File: src/rtl/fetch_sequencer.sv
// Fetch-stage controller: owns the PC and the synchronous imem read port, and feeds
// decode through a 2-entry buffer. Credit-based issue, flush on redirect.
module fetch_sequencer #(
  parameter int              AW       = 32,
  parameter int              IW       = 32,
  parameter logic [AW-1:0]   RESET_PC = '0
) (
  input  logic          clk,
  input  logic          rst,
  input  logic          redirect_valid,
  input  logic [AW-1:0] redirect_pc,
  output logic          imem_req,
  output logic [AW-1:0] imem_addr,
  input  logic [IW-1:0] imem_rdata,
  output logic          out_valid,
  input  logic          out_ready,
  output logic [IW-1:0] out_instr,
  output logic [AW-1:0] out_pc,
  output logic [AW-1:0] out_pc_plus4
);

  logic [AW-1:0]         fetch_pc_q, fetch_pc_d;
  logic                  infl_q, infl_d;
  logic [AW-1:0]         infl_pc_q, infl_pc_d;
  logic                  kill_q, kill_d;
  logic [1:0][IW-1:0]    buf_instr_q, buf_instr_d;
  logic [1:0][AW-1:0]    buf_pc_q, buf_pc_d;
  logic                  rd_ptr_q, rd_ptr_d, wr_ptr_q, wr_ptr_d;
  logic [1:0]            count_q, count_d;
  logic                  pop, push, issue;

  always_comb begin
    pop   = (count_q != 2'd0) & out_ready;
    // Credit: buffered + in-flight entries, less the one leaving now, must stay below 2.
    issue = rst & ~redirect_valid &
            (({1'b0, count_q} + {2'b00, infl_q} - {2'b00, pop}) < 3'd2);
    push  = infl_q & ~kill_q & ~redirect_valid;

    fetch_pc_d  = fetch_pc_q;
    infl_d      = issue;
    infl_pc_d   = infl_pc_q;
    kill_d      = kill_q;
    buf_instr_d = buf_instr_q;
    buf_pc_d    = buf_pc_q;
    rd_ptr_d    = rd_ptr_q;
    wr_ptr_d    = wr_ptr_q;
    count_d     = count_q + {1'b0, push} - {1'b0, pop};

    if (pop) rd_ptr_d = ~rd_ptr_q;
    if (push) begin
      buf_instr_d[wr_ptr_q] = imem_rdata;
      buf_pc_d[wr_ptr_q]    = infl_pc_q;
      wr_ptr_d              = ~wr_ptr_q;
    end

    if (issue) begin
      fetch_pc_d = fetch_pc_q + AW'(4);
      infl_pc_d  = fetch_pc_q;
      kill_d     = 1'b0;
    end else if (redirect_valid & infl_q) begin
      kill_d     = 1'b1;
    end

    // Redirect wins: the pop above still completes, everything else is flushed.
    if (redirect_valid) begin
      fetch_pc_d = redirect_pc & ~AW'(3);
      count_d    = 2'd0;
      rd_ptr_d   = 1'b0;
      wr_ptr_d   = 1'b0;
    end
  end

  always_ff @(posedge clk or negedge rst) begin
    if (!rst) begin
      fetch_pc_q  <= RESET_PC;
      infl_q      <= 1'b0;
      infl_pc_q   <= '0;
      kill_q      <= 1'b0;
      buf_instr_q <= '0;
      buf_pc_q    <= '0;
      rd_ptr_q    <= 1'b0;
      wr_ptr_q    <= 1'b0;
      count_q     <= 2'd0;
    end else begin
      fetch_pc_q  <= fetch_pc_d;
      infl_q      <= infl_d;
      infl_pc_q   <= infl_pc_d;
      kill_q      <= kill_d;
      buf_instr_q <= buf_instr_d;
      buf_pc_q    <= buf_pc_d;
      rd_ptr_q    <= rd_ptr_d;
      wr_ptr_q    <= wr_ptr_d;
      count_q     <= count_d;
    end
  end

  assign imem_req     = issue;
  assign imem_addr    = fetch_pc_q;
  assign out_valid    = (count_q != 2'd0);
  assign out_instr    = buf_instr_q[rd_ptr_q];
  assign out_pc       = buf_pc_q[rd_ptr_q];
  assign out_pc_plus4 = out_pc + AW'(4);

  a_no_overflow: assert property (@(posedge clk) disable iff (!rst)
    !(push && !pop && count_q == 2'd2));

endmodule

File: config.mk
export PLATFORM = sky130hd
export DESIGN_NAME = fetch_sequencer
export DESIGN_NICKNAME = d
export VERILOG_FILES = /design/src/rtl/fetch_sequencer.sv
export SDC_FILE = /design/constraint.sdc
export NUM_CORES = 1
export LEC_CHECK = 0
export BUFFER_PORTS_ARGS = -buffer_cell sky130_fd_sc_hd__buf_2
export CAP_MARGIN = 5
export CORE_AREA = 2 2 155 119
export DETAILED_ROUTE_END_ITERATION = 8
export DIE_AREA = 0 0 157 121
export PLACE_DENSITY = 0.78
export SLEW_MARGIN = 20
export SYNTH_ARGS = -nofsm -noshare
export SYNTH_HDL_FRONTEND = slang
export SYNTH_SLANG_ARGS = --single-unit
File: constraint.sdc
create_clock -name clk -period 3.25 [get_ports clk]
set_input_delay 0.4875 -clock clk [delete_from_list [all_inputs] [get_ports clk]]
set_output_delay 0.4875 -clock clk [all_outputs]
set_load 0.05 [all_outputs]
==> qor.yml <==
setup_path:
  cp.arrival_ps: 2680
  timing.critical_path.slowest_stage_cell: "dfrtp_4"
  cp_slowest_stage_delay_ps: 560
  rr_startpoint: "count_q[1]"
  end_kind: "output port"
  start_kind: "register"
  rr_worst_depth: 10
  crit_top_cell: "buf_6"
  worstPathMaxFanout: 14
  worstPathRequired_ps: 2760
  crit_family: "simple AND/OR/NAND/NOR gates"
  critPathBufInv: 3
  ff2ff_setup_slack_ps: 290
  cp-endpoint: "out_pc_plus4[28]"
  path_class: "register to output port"
  rr_endpoint: "imem_addr[16]"
  startpoint: "rd_ptr_q"
  path_depth: 8
  crit_path_cell_trace: "buf_6 > nand4b_1 > a21boi_4 > nand3_4 > buf_4 > nor4_4 > xnor2_4 > buf_6"
route:
  antenna_left: 0
  highest_layer: "met4"
  via_count: 7156
  drc: 0
  dr.first_iter.drc_count: 547
  wire_per_inst_um: 17.8
  wl_met3_um: 1520
  drt-met1-wl_um: 11100
  drtPass1Iterations: 5
  wl_met2_um: 9900
  wirelength_um: 22900
  via_per_inst: 5.57
synthesis:
  synth_edf_count: 0
  synthFlopType: "dfrtp_1"
  netlist_area_sq_um: 9420
  synth_cells: 834
  yosysWarnings: 0
  yosysSeqAreaShare_pct: 50.5
  synth_area_leaders: "dfrtp_1, mux2_2, nand2_1"
  synthDistinctLibCells: 56
  synth_top_area_share_pct: 50.5
  yosys.area.top_type: "dfrtp_1"
  synthArstFlopShare_pct: 100
  synth-seq-cells: 190
  avgSynthCellArea_sq_um: 11.3
clock_tree:
  path_clk_slew_ps: 70
  postCtsHoldBufs: 0
  cts_buffers: 17
  clock_latency_ps: 430
  cts_max_path_buffers: 2
  cts_tree: "built"
  cts_max_level: 4
  cts_sinks: 190
  cts-root-buf: "clkbuf_16"
sta:
  rsz0062_at_grt: "yes"
  finalMaxSlewViolations: 0
  tightestPinTransition_ps: 744
  clock_skew_ps: 5.69
  fin_crit_ps: 3170
  fmax_mhz: 316
  timing.final.crit_share_pct: 97.5
  final.setup.tns_ps: 0
  relSlewSlack_pct: 50.4
  finalSetupViolCount: 0
  hold_violations: 0
floorplan:
  die_area_sq_um: 19000
  rows: 42
  die-width_um: 157
  fp.coreArea_sq_um: 17400
  start_util_pct: 54.2
  die_height_um: 121
  io_pins: 198
job:
  drv_cap: 0
cells_and_area:
  drive_gt1_share_pct: 45.6
  synthToLayoutAreaGrowth_pct: 26.5
  final_common_cell: "dfrtp_1"
  mostFrequentLayoutCells: "dfrtp_1, buf_2, mux2_2"
  diodes: 0
  fin_nets: 1103
grt:
  antenna_found_initial: 0
  grt_pass1_wl_um: 37400
  gr-total-overflow: 0
  grt_start_max_net_pins: 191
  grt_pass1_vias: 6961
  track_usage_pct: 25.1
power:
  power_uw: 13600
  static-leakage-power_uw: 0.00572
  p_per_area_nw_per_um2: 1140
  ir_worst_vdd_mv: 0.631
placement:
  portBuffers: 189
  dp_hpwl_um: 15700
  gp_congestion: 0.864
hold_path:
  hp-class: "input pin to asynchronous set/reset pin"
outcome:
  status: "finished clean"
-- area by class of cell --
cell class	instances	area (sq um)
clock buffers	19	443
inverters	18	76.3
repair buffers	222	1350
clock inverters	13	211
multi-input cells	581	4790
well taps	242	303
fillers	1315	5470
flip-flops and latches	190	4760
-- worst min path at each step --
stage / start / slack, ps / cells after the start / endpoint
2_1_floorplan: rst / 190 / 0 / buf_instr_q[0]
3_3_place_gp: kill_q / 480 / 2 / kill_q
3_5_place_dp: kill_q / 490 / 2 / kill_q
4_1_cts: redirect_pc[2] / 250 / 3 / imem_addr[2]
5_1_grt: rst / 50 / 2 / imem_addr[2]
6_report: rst / 30 / 2 / imem_addr[8]
-- routing by layer --
layer | vias to the layer above | GRT usage [%]
met5 | - | 0
met4 | 0 | 6.59
met3 | 36 | 5.71
met2 | 259 | 36.4
met1 | 3515 | 38.1
li1 | 3346 | -
-- registers in the layout, indices dropped and copies added (netlist names) --
| name | flops |
|---|---|
| count_q | 2 |
| wr_ptr_q | 1 |
| buf_pc_q | 60 |
| infl_q | 1 |
| imem_addr | 30 |
| rd_ptr_q | 1 |
| infl_pc_q | 30 |
| buf_instr_q | 64 |
| kill_q | 1 |
-- per-stage QoR --
stage / setup slack, ps / utilization, % / instance area, sq um / std cells / hold WS (ps)
floorplan: -215 / - / 9780 / 839 / 192
global placement: -20.5 / 63.0 / 11000 / 1239 / 478
detailed placement: -85.2 / 63.0 / 11000 / 1239 / 486
CTS: 30.2 / 67.7 / 11800 / 1279 / 252
global route: -55.7 / 68.5 / 11900 / 1285 / 54.0
finish: 82.6 / 68.5 / 11900 / 1285 / 31.5
-- cells in the mapped netlist (5+ instances only) --
| cell type | count |
|---|---|
| o211ai_1 | 7 |
| buf_2 | 17 |
| clkbuf_1 | 17 |
| nand4b_1 | 5 |
| a221o_1 | 5 |
| a21o_1 | 5 |
| and3_1 | 8 |
| nand3_1 | 29 |
| nand2_1 | 141 |
| xor2_1 | 17 |
| buf_4 | 9 |
| xnor2_1 | 18 |
| mux2i_1 | 12 |
| dfrtp_1 | 190 |
| inv_1 | 17 |
| mux2_2 | 171 |
| nor4_1 | 6 |
| nand4_1 | 12 |
| o311ai_0 | 13 |
| and2_1 | 5 |
| nor2_1 | 26 |
| nor3_1 | 7 |
| a22oi_1 | 7 |
| o21ai_0 | 22 |
| a21oi_1 | 5 |
| nor2b_1 | 7 |
-- timing repair --
action,in CTS,in global routing
setup buffers,8,5
pin swaps,6,10
endpoints found under the setup margin,19,15
resized for setup,24,19
-- where the power goes --
| part | leakage (uW) | switching, uW | internal (uW) |
|---|---|---|---|
| Sequential | 0.00242 | 804 | 3290 |
| Clock | 0.000318 | 900 | 1390 |
| Combinational | 0.00298 | 4850 | 2330 |
| Total | 0.00572 | 6560 | 7020 |
-- worst register-to-register path, delay by kind of cell, from the launching register on --
kind                     cells  cell delay [ps]
AND/OR/NAND/NOR              4              830
adder cells (fa/ha/maj)      1              390
buffers and inverters        2              530
XOR/XNOR                     1              210
flip-flops                   1              350
AO/OA/AOI/OAI                2              530
-- logic make-up after synthesis --
kind of cell | Yosys count | synth area share (%)
xor gates and xnor gates | 35 | 3.25
and+or+nand+nor | 272 | 14.2
DFF | 190 | 50.5
buffers and inverters | 68 | 3.53
muxes | 183 | 21.7
other | 1 | 0.0398
AOI/OAI and AO/OA | 80 | 6.04
adders and majority gates | 5 | 0.744
Power figures use the tool's default switching activity.
